File: config.mk
export PLATFORM = sky130hd
export DESIGN_NAME = decode_regfile
export DESIGN_NICKNAME = d
export VERILOG_FILES = /design/src/rtl/decode_regfile.sv
export SDC_FILE = /design/constraint.sdc
export NUM_CORES = 1
export LEC_CHECK = 0
export ABC_AREA = 1
export CORE_AREA = 2 2 143 103
export CTS_BUF_LIST = sky130_fd_sc_hd__clkbuf_4 sky130_fd_sc_hd__clkbuf_8
export DETAILED_ROUTE_END_ITERATION = 8
export DIE_AREA = 0 0 145 105
export DONT_BUFFER_PORTS = 1
export PLACE_DENSITY = 0.53
export SYNTH_ARGS = -nofsm -noshare
export SYNTH_HDL_FRONTEND = slang
export SYNTH_SLANG_ARGS = --single-unit
File: constraint.sdc
create_clock -name clk -period 2.19 [get_ports clk]
set_input_delay 0 -clock clk [delete_from_list [all_inputs] [get_ports clk]]
set_output_delay 0 -clock clk [all_outputs]
set_load 0.02 [all_outputs]
File: src/rtl/decode_regfile.sv
// Operand-fetch / writeback stage of the 8-bit CPU: decodes the instruction, reads the
// 8x8 register file with result bypass, drives the execute register and commits ALU results.
module decode_regfile #(
  parameter int WIDTH = 8,
  parameter int NREGS = 8
) (
  input  logic             clk,
  input  logic             reset,
  input  logic [15:0]      instr,
  input  logic             instr_valid,
  input  logic             stall,
  input  logic [WIDTH-1:0] alu_result,
  output logic [3:0]       alu_opcode,
  output logic [WIDTH-1:0] alu_op_a,
  output logic [WIDTH-1:0] alu_op_b,
  output logic             ex_valid,
  output logic             illegal,
  input  logic [2:0]       dbg_addr,
  output logic [WIDTH-1:0] dbg_data
);

  localparam logic [3:0] OP_ADD  = 4'h0;
  localparam logic [3:0] OP_SUB  = 4'h1;
  localparam logic [3:0] OP_AND  = 4'h2;
  localparam logic [3:0] OP_OR   = 4'h3;
  localparam logic [3:0] OP_ADDI = 4'h4;
  localparam logic [3:0] OP_SUBI = 4'h5;
  localparam logic [3:0] OP_BC   = 4'h6;
  localparam logic [3:0] OP_BS   = 4'h7;
  localparam logic [3:0] OP_MOV  = 4'h8;
  localparam logic [3:0] OP_NOT  = 4'h9;
  localparam logic [3:0] OP_MVI  = 4'hA;

  logic [WIDTH-1:0] regs_r [NREGS];
  logic [3:0]       ex_opcode_r;
  logic [WIDTH-1:0] ex_a_r;
  logic [WIDTH-1:0] ex_b_r;
  logic [2:0]       ex_rd_r;
  logic             ex_valid_r;
  logic             illegal_r;

  logic [3:0]       opc_s;
  logic [2:0]       rd_s;
  logic [2:0]       rs_s;
  logic [7:0]       imm_s;
  logic [WIDTH-1:0] rd_val_s;
  logic [WIDTH-1:0] rs_val_s;
  logic [WIDTH-1:0] op_a_s;
  logic [WIDTH-1:0] op_b_s;
  logic             legal_s;
  logic             accept_s;
  logic             load_s;

  assign opc_s    = instr[15:12];
  assign rd_s     = instr[11:9];
  assign rs_s     = instr[8:6];
  assign imm_s    = instr[7:0];
  assign accept_s = instr_valid & ~stall;
  assign load_s   = accept_s & legal_s;

  // Source reads: the in-flight result wins over the not-yet-written register file entry.
  always_comb begin
    if (ex_valid_r && (ex_rd_r == rd_s)) begin
      rd_val_s = alu_result;
    end else begin
      rd_val_s = regs_r[rd_s];
    end
    if (ex_valid_r && (ex_rd_r == rs_s)) begin
      rs_val_s = alu_result;
    end else begin
      rs_val_s = regs_r[rs_s];
    end
  end

  // Operand selection per opcode class; anything unlisted is undefined.
  always_comb begin
    op_a_s  = {WIDTH{1'b0}};
    op_b_s  = {WIDTH{1'b0}};
    legal_s = 1'b1;
    case (opc_s)
      OP_ADD, OP_SUB, OP_AND, OP_OR: begin
        op_a_s = rd_val_s;
        op_b_s = rs_val_s;
      end
      OP_ADDI, OP_SUBI, OP_BC, OP_BS: begin
        op_a_s = rd_val_s;
        op_b_s = imm_s;
      end
      OP_MOV, OP_NOT: begin
        op_a_s = rs_val_s;
      end
      OP_MVI: begin
        op_a_s = imm_s;
      end
      default: begin
        legal_s = 1'b0;
      end
    endcase
  end

  // Execute pipeline register; bubbles keep the previous operands so the ALU inputs stay quiet.
  always_ff @(posedge clk or posedge reset) begin
    if (reset) begin
      ex_opcode_r <= 4'h0;
      ex_a_r      <= {WIDTH{1'b0}};
      ex_b_r      <= {WIDTH{1'b0}};
      ex_rd_r     <= 3'd0;
      ex_valid_r  <= 1'b0;
      illegal_r   <= 1'b0;
    end else begin
      ex_valid_r <= load_s;
      illegal_r  <= accept_s & ~legal_s;
      if (load_s) begin
        ex_opcode_r <= opc_s;
        ex_a_r      <= op_a_s;
        ex_b_r      <= op_b_s;
        ex_rd_r     <= rd_s;
      end else begin
        ex_opcode_r <= ex_opcode_r;
        ex_a_r      <= ex_a_r;
        ex_b_r      <= ex_b_r;
        ex_rd_r     <= ex_rd_r;
      end
    end
  end

  // Register file writeback at the end of each valid execute cycle.
  always_ff @(posedge clk or posedge reset) begin
    if (reset) begin
      for (int i = 0; i < NREGS; i++) begin
        regs_r[i] <= {WIDTH{1'b0}};
      end
    end else if (ex_valid_r) begin
      regs_r[ex_rd_r] <= alu_result;
    end
  end

  assign alu_opcode = ex_opcode_r;
  assign alu_op_a   = ex_a_r;
  assign alu_op_b   = ex_b_r;
  assign ex_valid   = ex_valid_r;
  assign illegal    = illegal_r;
  assign dbg_data   = regs_r[dbg_addr];

endmodule

Word level (Yosys, flattened, before mapping)
Cells that the tools add are included.
- bits in registers: 89
- bitwise logic cells: 9
- eq/ne operators: 12
- order comparisons: 5
- multiplexer cells: 17
- reduce and logical (&&, ||, !) cells: 9
- operators with widths (kind ; count):
    binary-select mux 8 bit (select 3 bit) ; 3
    two-way mux 8 bit ; 9
    bitwise mux 64 bit ; 1
    demux 8 bit (select 3 bit) ; 1
    one-hot mux 8 bit (3 select lines) ; 1
    equality test 4 x 3 -> 1 bit, second input constant ; 4
    >= comparator 4 bit, second input constant ; 4
    inverter 3 -> 4 bit ; 4
    one-hot mux 8 bit (2 select lines) ; 1
    equality test 4 bit, second input constant ; 3
    OR reduction 11 bit ; 1
    equality test 4 x 2 -> 1 bit, second input constant ; 2
    OR reduction 4 bit ; 2
    OR reduction 8 bit ; 1
    equality test 3 bit ; 2
    equality test 4 x 1 -> 1 bit, second input constant ; 1
    zero test 4 bit ; 1
    less-than comparator 4 x 1 -> 1 bit, second input constant ; 1
    bitwise AND 1 bit ; 3
    logical AND 1 bit ; 3
    inverter 1 bit ; 2
    OR reduction 2 bit ; 1
    two-way mux 1 bit ; 1

Depth between registers and ports, before layout
Gate-level depths: netlist (run 1).
- word-level depth: 6
- gate-level depth with buffers: 12
- mapped depth without buffers: 11

Worst setup path before layout (run 1)
No wires, ideal clock.
- path kind: flip-flop to flip-flop
- start: register ex_valid_r, in the netlist ex_valid
- end: register ex_a_r[2], in the netlist alu_op_a[2]
- buffers on the path: 0
- slack: 722 ps
- stages on the path, launching flop included: 12
- data arrival time: 1355 ps
- data required time: 2077 ps
- clock period less this slack: 1468 ps
- path through: dfrtp_1 > inv_1 > nor2_1 > nand2_1 > nand2_1 > nand2_2 > inv_2 > nand2_1 > nand3_1 > nand3_1 > nand2_1 > inv_1
- cells in the longest elaborated chain, start to end: 3
- RTL lines (element ; line ; source):
    from (decl) ; 39 ; logic ex_valid_r;
    from (signal assigned) ; 111 ; ex_valid_r <= load_s;
    logical AND 1 bit (on tied branches) ; 68, 63 ;
    two-way mux 8 bit (on tied branches) ; 68, 63 ;
    one-hot mux 8 bit (3 select lines) * ; 80 ; case (opc_s)
    to (signal assigned) ; 105 ; ex_a_r <= {WIDTH{1'b0}};
    to (signal assigned) ; 115 ; ex_a_r <= op_a_s;
    to (signal assigned) ; 120 ; ex_a_r <= ex_a_r;
    to (decl) ; 36 ; logic [WIDTH-1:0] ex_a_r;
Mark *: on every way between the ends. The rest lies on a longest branch, timed or not.
A chain may end at the register's enable or synchronous reset.

Worst setup path after layout (run 1)
- start: input port instr[15]
- end: register ex_opcode_r[3], in the netlist alu_opcode[3]
- cells in the longest elaborated chain, start to end: 4
- RTL lines (element ; line ; source):
    from (decl) ; 9 ; input logic [15:0] instr,
    equality test 4 bit (tied with other cells) ; 80 ;
    OR reduction 11 bit (no line) ; - ;
    two-way mux 1 bit ; 80 ;
    bitwise AND 1 bit ; 59 ; assign load_s = accept_s & legal_s;
    to (signal assigned) ; 114 ; ex_opcode_r <= opc_s;
    to (signal assigned) ; 119 ; ex_opcode_r <= ex_opcode_r;
    to (decl) ; 35 ; logic [3:0] ex_opcode_r;
Several ways; a longest one is shown, not always the timed one.

==> results.md, run 1 <==
- Hold Path Class: in -> reg
- Buffers on Ports: 0
- Initial DRT Pass Iterations: 6
- Tcrit/Tclk final: 0.835
- Met3 Use GR: 0.0463
- Final Hold Viols: 0
- FF+latch count, synth: 89
- F_max: 547 MHz
- Main synth FF type: dfrtp_1
- Syn. warnings: 0
- Data required time of the worst path: 2440 ps
- Mux cell area share after synthesis: 0
- CP Data Arrival Time: 2080 ps
- Die area: 15200 um2
- CTS H-Tree Depth: 3
- Clock Sinks: 89
- Cell chain of the critical path: dlygate4sd3_1 > inv_2 > nor2_4 > nand2_2 > nand3_2 > nand3_4 > nand2_1 > o21ai_0 > dlygate4sd3_1
- Xor-xnor portion of the synthesized cell area: 0
- Core area: 13700 um2
- Setup crit end kind: register
- Hold path cells: 5
- Critical path's slowest cell: dlygate4sd3_1
- Initial antenna violation count: 0
- Post-Route Utilization: 0.452
- CTS resizes: 0
- Maximum vdd drop: 0.420 mV
- Reg2reg start: ex_valid
- Largest family of logic cells by synthesized area: simple AND/OR/NAND/NOR gates
- Final nets: 892
- Slew HR: 0.381
- Share of cells above drive strength 1: 0.0543
- Die Span X: 145 um
- Leakage: 3.10 nW
- Yosys cell types: 24
- Final TNS setup: 0 ps
- Routed vias: 5855
- CTS Root Buffer Type: clkbuf_8
- Clock transition at path regs: 100 ps
- Diode count: 0
- Synth Area in Adders: 0
- I/O pin total: 61
- Overflow after GRT: 0
- Simple-Gate Fraction of Synth Area: 0.368
- GPL Wtd Cong: 0.875
- Final Worst Setup Slack: 362 ps
- Slew Limit Fails: 0
- Worst Tran Pin Value: 928 ps
- Initial Util: 0.409
- CP peak stage delay: 580 ps
- Dpl hpwl: 13.0 mm
- RSZ-0062 raised after global routing: false
- Ranking of synthesized cells by area: dfrtp_1 (40%), nand2_1 (18%), nand3_1 (11%), o21ai_0 (8.9%), nor2_1 (5.2%)
- DIE HEIGHT: 105 um
- Vias in the first global route: 5424
- EDFF count, synth: 0
- Mapped cell area: 5620 um2
- CTS tree: built
- Startpoint types: input pin
- Kind of critical path: in -> reg
- Hold EP: alu_op_b[3]
- Ys async rst share: 1.00
- Cell mode on critical path: dlygate4sd3_1
- Setup WS pre-CTS: 405 ps
- Synth Area in Compound Gates: 0.143
- Non-filler cells, final: 1056
- FF-to-FF End: alu_op_a[2]
- Worst Clk Skew: 15.4 ps
- Routed len/inst: 18.2 um
- Cell Pwr Density: 994 nW/um2
- Setup slack, reg-to-reg: 370 ps
- Grt peak-use layer: met2
- Hold_ws: 5.99 ps
- CTS Buf Count: 9
- # rows: 36
- Status: complete, no violations
- Post-DRT Antenna Nets: 0
- Reg2Reg Depth: 11
- GRT Util Overall: 0.253
- Via density: 5.54
- Area growth from synthesis to final layout: 10.5%
- Hold wc startpoint: instr[8]
- Postcts setup bufs: 0
- Minimum clock period: 1830 ps
- WL final: 19.2 mm
- Fill count: 1431
- Met1 usage: 0.372
- DRC violations left: 0
- Met2 GRT Util: 0.378
- Cells after Synth: 858
- Top-area cell type share of the netlist area: 0.397
- Critical path peak fanout: 16
- Clock buffer depth: 2
- Iter 0 DRT Violations: 563
- Largest net degree at the start of global routing: 90
- Syn_nets: 889
- Register area share after synthesis: 0.397
- Max Cap Viol: 0
- Worst skew pair latency: 370 ps
- Cell taking the most area after synthesis: dfrtp_1
- Avg Inst Size Synth: 6.55 um2
- Setup-failing EPs final: 0
- Placed Instances: 1012
- First-pass GRT wire length: 30.1 mm
==> synth_stat cells, types with 3 or more instances <==
master / n
nand2_1: 268
nand3_1: 128
o21ai_0: 100
dfrtp_1: 89
nor2_1: 78
inv_1: 74
a21oi_1: 39
clkbuf_1: 21
buf_2: 16
a31oi_1: 8
inv_2: 7
buf_1: 3
nand2_2: 3
nor2_4: 3
o211ai_1: 3
o22ai_1: 3
or2_2: 3
==> cell usage in the layout, fill, tap and decap left out, types with 2 or more instances in the layout <==
| cell | count |
|---|---|
| clkbuf_4 | 2 |
| buf_4 | 7 |
| clkbuf_8 | 10 |
| o211ai_1 | 3 |
| o22ai_1 | 3 |
| nor2_1 | 78 |
| o21ai_0 | 100 |
| nand3_4 | 2 |
| inv_2 | 7 |
| a31oi_1 | 8 |
| nand3_1 | 128 |
| nand2_2 | 3 |
| inv_1 | 73 |
| nand2_1 | 268 |
| or2_2 | 3 |
| a21oi_1 | 39 |
| dlygate4sd3_1 | 28 |
| dfrtp_1 | 89 |
| nor2_4 | 3 |
| clkinv_1 | 2 |
| clkinvlp_4 | 4 |
| a21oi_2 | 2 |
==> cell type report <==
cell class | count | area (um2) | area share
well taps | 190 | 238 | 0.0383
clock buffers | 12 | 153 | 0.0246
multi-input cells | 642 | 2870 | 0.462
inverters | 83 | 315 | 0.0508
clock inverters | 4 | 52.6 | 0.00846
flip-flops and latches | 89 | 2230 | 0.359
repair buffers | 36 | 353 | 0.0568
==> layer usage <==
layer | vias to the layer above | share of wire | routed length (um)
li1 | 2767 | - | -
met1 | 2743 | 0.46 | 8860
met2 | 313 | 0.43 | 8240
met3 | 32 | 0.093 | 1780
met4 | 0 | 0.017 | 336
met5 | - | 0 | 0
==> where the power goes <==
group | switching [mW] | total (mW) | internal, mW | leakage [nW]
Clock | 0.634 | 1.22 | 0.586 | 0.0957
Sequential | 0.754 | 3.04 | 2.29 | 1.02
Combinational | 1.16 | 1.91 | 0.753 | 1.99
Total | 2.55 | 6.17 | 3.63 | 3.10
==> state kept, by name, summed over array words and instances (netlist names) <==
| register | count |
|---|---|
| ex_valid | 1 |
| alu_op_b | 8 |
| alu_opcode | 4 |
| ex_rd_r | 3 |
| alu_op_a | 8 |
| illegal | 1 |
| regs_r | 64 |
==> logic make-up after synthesis <==
| kind of cell | Yosys count |
|---|---|
| and+or+nand+nor | 487 |
| AOI/OAI and AO/OA | 155 |
| DFF | 89 |
| buffers and inverters | 127 |
==> stage by stage <==
| stage | power (mW) | instance area (um2) |
|---|---|---|
| 3_5_place_dp | 4.90 | 5720 |
| 3_3_place_gp | 4.82 | 5720 |
| 6_report | 6.17 | 6210 |
| 4_1_cts | 6.18 | 6210 |
| 2_1_floorplan | 4.38 | 5620 |
| 5_1_grt | 6.68 | 6210 |
==> how the worst max path moves through the flow <==
stage	from	to	cells after the start
5_1_grt	ex_valid	alu_op_a[7]	10
4_1_cts	ex_valid	alu_op_a[2]	11
6_report	instr[15]	alu_opcode[3]	9
3_5_place_dp	ex_valid	alu_op_a[2]	11
3_3_place_gp	ex_valid	alu_op_a[6]	11
2_1_floorplan	ex_valid	alu_op_a[2]	11
==> what timing repair did <==
action | 4_1_cts | 5_1_grt
endpoints found under the setup margin | 0 | 0
hold endpoints to repair | 146 | 0
hold buffers | 28 | 0
==> critical path: cells and delay by family <==
family / cells / cell delay [ps]
compound gates: 1 / 70
buf+inv: 3 / 1280
simple gates: 5 / 730
(Power assumes the default switching activity.)
==> run 2: changes to the inputs <==
Settings changed: PLACE_DENSITY 0.53 to 0.51.
Clock period 2.19 ns to 1.7 ns, I/O delays scaled along.
==> results.md, run 2 (synthesis gave the netlist of run 1 again) <==
- Vias in the first global route: 5570 (+2.7%)
- Final nets: 921 (+3.3%)
- Commonest non-fill, non-tap cell in the layout: nand2_1
- Critical path's slowest cell: dlygate4sd3_1
- Hold wc startpoint: instr[8]
- Iter 0 DRT Violations: 522 (-7.3%)
- Worst Tran Pin Value: 662 ps (-265 ps)
- Clock transition at path regs: 90 ps (about the same)
- Cell Pwr Density: 1230 nW/um2 (+24%)
- Overflow after GRT: 0 (unchanged)
- Final Hold Viols: 0 (unchanged)
- Data required time of the worst path: 2020 ps (-420 ps)
- WL final: 19.8 mm (+3.1%)
- Critical path peak fanout: 2 (-14)
- First-pass GRT wire length: 31.5 mm (+4.5%)
- Status: complete, no violations
- CTS Buf Count: 9 (unchanged)
- Routed vias: 5971 (+2.0%)
- Buffers on Ports: 0 (unchanged)
- Setup crit end kind: register
- Hold path cells: 4 (-1)
- Setup-failing EPs final: 0 (unchanged)
- Core area: 13700 um2 (unchanged)
- CP Data Arrival Time: 1910 ps (-170 ps)
- CTS H-Tree Depth: 3 (unchanged)
- Tcrit/Tclk final: 0.938
- Hold EP: alu_op_b[2]
- Reg2Reg Depth: 11 (unchanged)
- Max FFs per register: 64 (unchanged)
- Clock buffer depth: 2 (unchanged)
- Cell mode on critical path: dlygate4sd3_1
- Kind of critical path: in -> reg
- Reg2reg start: ex_rd_r[1]
- Setup WS pre-CTS: 75.6 ps (-329 ps)
- Most frequent cells in the layout: nand2_1 (269), nand3_1 (128), o21ai_0 (100), dfrtp_1 (87), nor2_1 (77)
- Placed Instances: 1033 (+2.1%)
- Dpl hpwl: 13.4 mm (+3.1%)
- Hold Path Class: in -> reg
- CP peak stage delay: 560 ps (-20 ps)
- F_max: 627 MHz
- Startpoint types: input pin
- Hold_ws: 25.2 ps (+19.2 ps)
- GRT Util Overall: 0.267 (+0.0140)
- Initial antenna violation count: 0 (unchanged)
- Routed len/inst: 18.3 um (+0.33%)
- Worst Clk Skew: 7.36 ps (-8.06 ps)
- Slew HR: 0.557 (+0.176)
- Initial DRT Pass Iterations: 5 (-1)
- Post-DRT Antenna Nets: 0 (unchanged)
- Maximum vdd drop: 0.669 mV (+59%)
- Post-Route Utilization: 0.470 (+0.0182)
- Non-filler cells, final: 1085 (+2.7%)
- Final Worst Setup Slack: 105 ps (-257 ps)
- FF-to-FF End: alu_op_a[3]
- Leakage: 3.23 nW (+4.3%)
- Setup slack, reg-to-reg: 190 ps (-180 ps)
- Clock Sinks: 89 (unchanged)
- Cell chain of the critical path: dlygate4sd3_1 > inv_1 > nand2_1 > dlygate4sd3_1 > nor2_1 > dlygate4sd3_1
- Final TNS setup: 0 ps (unchanged)
- Largest net degree at the start of global routing: 90 (unchanged)
- Top reg by flops: regs_r
- DIE HEIGHT: 105 um (unchanged)
- Max Cap Viol: 0 (unchanged)
- CTS Root Buffer Type: clkbuf_8
- Slew Limit Fails: 0 (unchanged)
- Area growth from synthesis to final layout: 15.0%
- Via density: 5.50 (-0.74%)
- DRC violations left: 0 (unchanged)
- Die area: 15200 um2 (unchanged)
- CTS tree: built
- Diode count: 0 (unchanged)
- Share of cells above drive strength 1: 0.0816 (+0.0273)
- Family with the most delay on the worst path: buffers and inverters
- RSZ-0062 raised after global routing: false
- GPL Wtd Cong: 0.895 (+2.3%)
- # rows: 36 (unchanged)
- Bufs and invs on worst path: 4 (+1)
- Die Span X: 145 um (unchanged)
- Minimum clock period: 1590 ps
- Initial Util: 0.409 (unchanged)
- I/O pin total: 61 (unchanged)
- Worst skew pair latency: 380 ps (about the same)
run 2: how the worst max path moves through the flow:
stage / from / endpoint / slack (ps) / cells past startpoint
global placement: ex_rd_r[1] / alu_op_a[3] / 160 / 9
global route: regs_r[9] / dbg_data[1] / 20 / 7
detailed placement: ex_rd_r[1] / alu_op_b[3] / 80 / 10
CTS: ex_rd_r[1] / alu_op_a[5] / 70 / 11
finish: stall / illegal / 110 / 6
floorplan: ex_valid / alu_op_a[2] / 230 / 11
run 2: area by class of cell:
class,count,area (um2)
inverter,83,320
tap,190,238
fill,1436,7280
clock buffer,12,159
clock inverter,4,27.5
sequential,89,2230
timing repair buffer,64,603
multi-input combinational,643,2880
run 2: repair_timing:
action                                 4_1_cts  5_1_grt
endpoints found under the hold margin      163        0
hold buffers                                34        0
resized for setup                            0        7
setup endpoints to repair                    0       16
setup buffers                                0        1
run 2: power breakdown:
group,internal (mW),total [mW],switching (mW)
clock,0.625,1.43,0.803
sequential,2.95,3.91,0.962
combinational,1.07,2.60,1.52
total,4.65,7.94,3.29
run 2: through the flow:
| step | area (um2) | total power [mW] |
|---|---|---|
| 6_report | 6460 | 7.94 |
| 5_1_grt | 6460 | 8.62 |
| 4_1_cts | 6430 | 7.95 |
| 3_5_place_dp | 5910 | 6.41 |
| 3_3_place_gp | 5910 | 6.31 |
| 2_1_floorplan | 5620 | 5.65 |
run 2: worst register-to-register path, cell delays in order (launching register included):
cell and delay (ps):
dfrtp_2 430, inv_2 80, nand2_1 60, nand2_1 80, nor2_4 260, nand3_1 110, nand2_1 70, inv_1 40
nand2_1 50, nand2_1 60, nor2_1 120, nor2_1 50
run 2: per-layer routing:
| layer | vias up | share of wire | track usage |
|---|---|---|---|
| li1 | 2837 | - | - |
| met1 | 2825 | 0.46 | 0.387 |
| met2 | 283 | 0.43 | 0.402 |
| met3 | 26 | 0.091 | 0.0541 |
| met4 | 0 | 0.017 | 0.0736 |
| met5 | - | 0 | 0 |
